==> src/rtl/muon_pkg.sv <==
// Shared record layout and defaults for the muon readout chain.
package muon_pkg;
  localparam int ID_W     = 16;
  localparam int CNT_W    = 8;
  localparam int TIME_W   = 32;
  localparam int REC_W    = ID_W + CNT_W + TIME_W;
  localparam int TIME_LSB = 0;
  localparam int CNT_LSB  = TIME_LSB + TIME_W;
  localparam int ID_LSB   = CNT_LSB + CNT_W;

  localparam int unsigned GATE_DEFAULT = 50_000_000;

  function automatic logic [REC_W-1:0] pack_rec(input logic [ID_W-1:0] id,
                                                input logic [CNT_W-1:0] dcnt,
                                                input logic [TIME_W-1:0] dtime);
    return {id, dcnt, dtime};
  endfunction
endpackage

==> src/rtl/sync_fifo.sv <==
// Show-ahead synchronous FIFO with occupancy output; head entry is always visible on pop_data.
module sync_fifo #(
  parameter int DATA_W = 56,
  parameter int ADDR_W = 4
) (
  input  logic              clk,
  input  logic              reset,
  input  logic              push,
  input  logic [DATA_W-1:0] push_data,
  input  logic              pop,
  output logic [DATA_W-1:0] pop_data,
  output logic [ADDR_W:0]   level,
  output logic              full,
  output logic              empty
);
  localparam int DEPTH = 2 ** ADDR_W;

  logic [DATA_W-1:0] mem [DEPTH];
  logic [ADDR_W-1:0] wr_ptr;
  logic [ADDR_W-1:0] rd_ptr;
  logic              push_ok;
  logic              pop_ok;

  assign empty    = (level == '0);
  assign full     = (level == (ADDR_W + 1)'(DEPTH));
  assign pop_ok   = pop & ~empty;
  // A pop in the same cycle frees the slot, so a push into a full FIFO still lands.
  assign push_ok  = push & (~full | pop_ok);
  assign pop_data = mem[rd_ptr];

  always_ff @(posedge clk) begin
    if (reset) begin
      wr_ptr <= '0;
      rd_ptr <= '0;
      level  <= '0;
      for (int i = 0; i < DEPTH; i++) mem[i] <= '0;
    end else begin
      if (push_ok) begin
        mem[wr_ptr] <= push_data;
        wr_ptr      <= wr_ptr + 1'b1;
      end
      if (pop_ok) rd_ptr <= rd_ptr + 1'b1;
      level <= level + {{ADDR_W{1'b0}}, push_ok} - {{ADDR_W{1'b0}}, pop_ok};
    end
  end
endmodule

==> src/rtl/muon_rate_logger.sv <==
// Per-gate-window delta logger for the muon pulse counter, buffered onto a valid/ready record stream.
module muon_rate_logger
  import muon_pkg::*;
#(
  parameter int unsigned GATE_CYCLES = GATE_DEFAULT,
  parameter int          FIFO_AW     = 4
) (
  input  logic               clk,
  input  logic               reset,
  input  logic               enable,
  input  logic [7:0]         count,
  input  logic [31:0]        count_time,
  output logic               rec_valid,
  input  logic               rec_ready,
  output logic [55:0]        rec_data,
  output logic [FIFO_AW:0]   fifo_level,
  output logic [7:0]         drop_cnt,
  output logic               overflow
);
  localparam logic [31:0] GATE_LAST = 32'(GATE_CYCLES - 1);

  logic [31:0]       gate_cnt;
  logic [ID_W-1:0]   window_id;
  logic [CNT_W-1:0]  prev_count;
  logic [TIME_W-1:0] prev_time;
  logic              window_end;
  logic              fifo_full;
  logic              fifo_empty;
  logic              drop;
  logic [REC_W-1:0]  record;

  function automatic logic [7:0] sat_inc8(input logic [7:0] v);
    return (v == 8'hFF) ? v : v + 8'd1;
  endfunction

  assign window_end = enable & (gate_cnt == GATE_LAST);
  // Modular subtraction absorbs counter-stage wrap between windows.
  assign record     = pack_rec(window_id, count - prev_count, count_time - prev_time);
  assign drop       = window_end & fifo_full & ~rec_ready;
  assign rec_valid  = ~fifo_empty;

  always_ff @(posedge clk) begin
    if (reset) begin
      gate_cnt   <= '0;
      window_id  <= '0;
      prev_count <= '0;
      prev_time  <= '0;
      drop_cnt   <= '0;
      overflow   <= 1'b0;
    end else begin
      if (!enable) begin
        gate_cnt   <= '0;
        prev_count <= count;
        prev_time  <= count_time;
      end else if (window_end) begin
        gate_cnt   <= '0;
        prev_count <= count;
        prev_time  <= count_time;
        window_id  <= window_id + 1'b1;
      end else begin
        gate_cnt <= gate_cnt + 32'd1;
      end
      if (drop) begin
        drop_cnt <= sat_inc8(drop_cnt);
        overflow <= 1'b1;
      end
    end
  end

  sync_fifo #(
    .DATA_W(REC_W),
    .ADDR_W(FIFO_AW)
  ) u_fifo (
    .clk       (clk),
    .reset     (reset),
    .push      (window_end),
    .push_data (record),
    .pop       (rec_ready),
    .pop_data  (rec_data),
    .level     (fifo_level),
    .full      (fifo_full),
    .empty     (fifo_empty)
  );
endmodule
==> config.mk <==
export PLATFORM = sky130hd
export DESIGN_NAME = muon_rate_logger
export DESIGN_NICKNAME = d
export VERILOG_FILES = /design/src/rtl/muon_pkg.sv /design/src/rtl/sync_fifo.sv /design/src/rtl/muon_rate_logger.sv
export SDC_FILE = /design/constraint.sdc
export NUM_CORES = 1
export LEC_CHECK = 0
export ABC_CLOCK_PERIOD_IN_PS = 4400
export CAP_MARGIN = 20
export CORE_MARGIN = 1
export CORE_UTILIZATION = 64
export CTS_BUF_LIST = sky130_fd_sc_hd__clkbuf_4 sky130_fd_sc_hd__clkbuf_8
export DETAILED_ROUTE_END_ITERATION = 10
export GPL_ROUTABILITY_DRIVEN = 0
export PLACE_DENSITY_LB_ADDON = 0.12
export SLEW_MARGIN = 20
export SYNTH_ARGS = -nofsm -noshare
export SYNTH_HDL_FRONTEND = slang
export SYNTH_HIERARCHICAL = 1
export SYNTH_SLANG_ARGS = --single-unit
==> constraint.sdc <==
create_clock -name clk -period 4.4 [get_ports clk]
set_input_delay 0.88 -clock clk [delete_from_list [all_inputs] [get_ports clk]]
set_output_delay 0.88 -clock clk [all_outputs]
set_load 0.05 [all_outputs]
==> flow_summary.yaml <==
status:
  result_of_the_run: "finished, final reports clean"
sta:
  rsz_0062_raised_after_global_routing: "yes"
  whs_ns: 0.466
  fin_crit_ns: 4.30
  relSlewSlack_pct: 28.9
  final_min_period_over_clock_period_pct: 97.6
  final-max-slew-violation-count: 0
  report.final.hold_viol_count: 0
  max_freq_ghz: 0.233
  fin_worst_skew_ns: 0.0300
  pin_slew_with_the_least_headroom_to_its_limit_ns: 1.07
  setup_tns_ns: 0
  setup_viol_count_final: 0
logic_synthesis:
  yosys_warnings: 6
  synthesis.nets: 3601
  synth.top_cell.area_share_pct: 58.8
  synth_top_area_cell: "edfxtp_1"
  synth_sequential_area_ratio_pct: 63.8
  synthesis.area_um2: 45800
  postSynthRegisterBits: 1010
  postSynth.topFlopCell: "edfxtp_1"
  netlist_top_cells_area: "edfxtp_1, mux4_2, nor2_1, dfxtp_1, nand2_1"
  postSynthAreaPerCell_um2: 13.1
  synth_edf_count: 896
  syn_inst: 3502
  synthDistinctLibCells: 61
  synth.most_common_cell: "nor2_1"
  post_synth_most_frequent_cells: "nor2_1, edfxtp_1, nand2_1, mux4_2, dfxtp_1"
  async_flop_share_pct: 0
layout:
  multi_input_comb_area_um2: 15000
  stdcell_count: 4724
  final_layout_size_suffix_gt1_share_pct: 17.6
  regArea_um2: 29200
  post_layout_nets: 3762
  layout-area-overhead-vs-synth_pct: 12.3
  layout.filler_cells: 4658
global_route:
  via_count_of_the_first_global_routing_pass: 30700
  globalRouteTotalUtil_pct: 32.9
  globalRouteMet2Util_pct: 55.4
  use_met3_pct: 5.57
  grt.met1_usage_pct: 43.2
  grt-ovfl-total: 0
  first_pass_grt_wire_length_um: 178000
  grt_max_degree: 129
  gr-max-usage-layer: "met2"
  grt_antenna_before_repair: 1
drt:
  dr_total_vias: 29900
  drt_iter0_markers: 3431
  viasPerCell: 6.33
  first_pass_iters: 6
  remaining_drc_errors: 0
  wire_length_per_cell_after_detailed_routing_um: 24.8
  drtAntennaViolNets: 0
  wirelength_um: 117000
worst_setup_path:
  cp_delay_by_family_top: "buffers and inverters"
  r2r_setup_slack_ns: 0.96
  required_ns: 3.52
  max_stage_delay_ns: 0.76
  critical_path.n_buffers_inverters: 2
  worstPathCellList: "buf_12 > mux4_2 > a22oi_1 > nand2_1 > clkdlybuf4s50_1"
  start_kind: "flop"
  cp_data_arrival_time_ns: 3.42
  timing_worst_setup_path_type: "reg2out"
  path_max_fanout: 41
  critical_path.endpoint_type: "output port"
  crit_path_top_delay_cell: "clkdlybuf4s50_1"
floorplan:
  fp.dieH_um: 269
  start_util_pct: 65.0
  core_um2: 70400
  design.die.area_um2: 72600
  placementRows: 97
  top_level_pins: 115
  die_w_um: 269
power:
  cell_internal_pwr_mw: 17.6
  p_per_area_nw_per_um2: 479
  power_frac_clock_pct: 32.3
  power.combinational.fraction_pct: 22.7
  swShare_pct: 28.3
  total_leakage_power_nw: 16.9
  netSwitchingPower_mw: 6.98
  ir_worst_vdd_mv: 0.321
  p_seq_share_pct: 45.0
clock_network:
  cts.sinks: 1010
  clkLatencyLatePin_ns: 0.80
  clk_slew_on_worst_s_h_paths_ns: 0.06
  clock_tree.buffer_depth: 3
  ctsHtreeMaxLevel: 4
  clock_tree.root_cell: "clkbuf_8"
  cts-buffers-inserted: 161
  postCtsHoldBufs: 0
  tritoncts: "built"
min_path:
  holdCritPathClass: "reg2reg"
job:
  maxCapViolations: 0
place:
  place.detailed.instances: 4436
  place_hpwl_um: 68300
  buffer_ports.inserted: 114
## stage by stage
stage / cell area (µm²) / utilization (%) / total power, mW / worst slack (ns)
4_1_cts: 51300 / 72.9 / 24.8 / 0.0141
3_3_place_gp: 48200 / 68.4 / 16.8 / 0.420
6_report: 51400 / 73.0 / 24.6 / 0.104
3_5_place_dp: 48200 / 68.4 / 16.9 / 0.389
2_1_floorplan: 45800 / - / 15.3 / 0.796
5_1_grt: 51400 / 73.0 / 25.5 / -0.0161
## cells in the final DEF (no fill, tap or decap), drive strengths merged, types with 5 or more instances in the layout
cell	Yosys	final
a21o	26	26
edfxtp	896	896
nor2	1038	1038
clkinv	0	34
buf	160	136
a21oi	50	50
and4	6	6
clkinvlp	0	5
nand2	336	336
o21ai	31	31
nand3	29	29
bufinv	0	5
nor3	11	11
and3	17	17
or3	5	5
a22oi	112	112
xor2	57	57
xnor2	36	36
nand4	25	25
clkdlybuf4s50	0	76
dlymetal6s2s	0	7
inv	72	78
clkbuf	69	232
and2	10	10
o21a	5	5
mux2i	42	42
dlygate4sd2	0	9
nand2b	6	6
o21bai	5	5
nor2b	14	14
ha	52	52
nor4	6	6
mux4	224	224
dfxtp	114	114
o211ai	7	7
## power groups by stage
| stage | Clock, mW | Combinational [mW] | Sequential (mW) |
|---|---|---|---|
| global placement | 0 | 5.58 | 11.2 |
| floorplan | 0 | 4.06 | 11.3 |
| global route | 8.46 | 5.91 | 11.1 |
| CTS | 8.07 | 5.64 | 11.1 |
| finish | 7.95 | 5.60 | 11.1 |
| detailed placement | 0 | 5.63 | 11.3 |
## timing repair
item / in CTS / in global routing
endpoints found under the setup margin: 14 / 11
buffers inserted: 0 / 4
resized for setup: 11 / 8
## path summary, 6_finish.rpt
check | from | endpoint | depth (start not counted)
worst min register to register | overflow | overflow | 2
worst max-delay path | flop | rec_data[10] | 5
worst max register to register | gate_cnt[11] | u_fifo/level[4] | 13
worst min-delay path | overflow | overflow | 2
## cell type report
class	instances	area share, %
repair buffers	228	4.99
well taps	940	2.29
clock inverters	50	0.757
inverters	72	0.526
diodes	2	0.00974
multi-input cells	2190	29.2
flip-flops and latches	1010	56.8
clock buffers	232	5.43
## metal layers
metal	routed length [µm]	share of wire (%)
met1	42600	36
met2	59100	50
met3	12100	10
met4	3490	3.0
met5	0	0
## state kept, by name, indices dropped and copies added (netlist names), named ones only
name and count:
u_fifo/rd_ptr 4, gate_cnt 32, prev_time 32, u_fifo/level 5, window_id 16, u_fifo/wr_ptr 4
drop_cnt 8, overflow 1, u_fifo/mem 896, prev_count 8
## tightest hold or removal path: cells and delay by family, from the launching register on
| kind | cells | cell delay, ns |
|---|---|---|
| AO/OA/AOI/OAI | 1 | 0.04 |
| flip-flops | 1 | 0.32 |
| AND/OR/NAND/NOR | 1 | 0.07 |
## kinds of logic after synthesis
kind of cell	share of synthesized area, %
xor gates and xnor gates	1.78
and+or+nand+nor	13.3
adders and majority gates	1.55
muxes	11.9
buffers and inverters	3.79
DFF	63.8
AOI/OAI and AO/OA	3.80
Power figures use the tool's default switching activity.
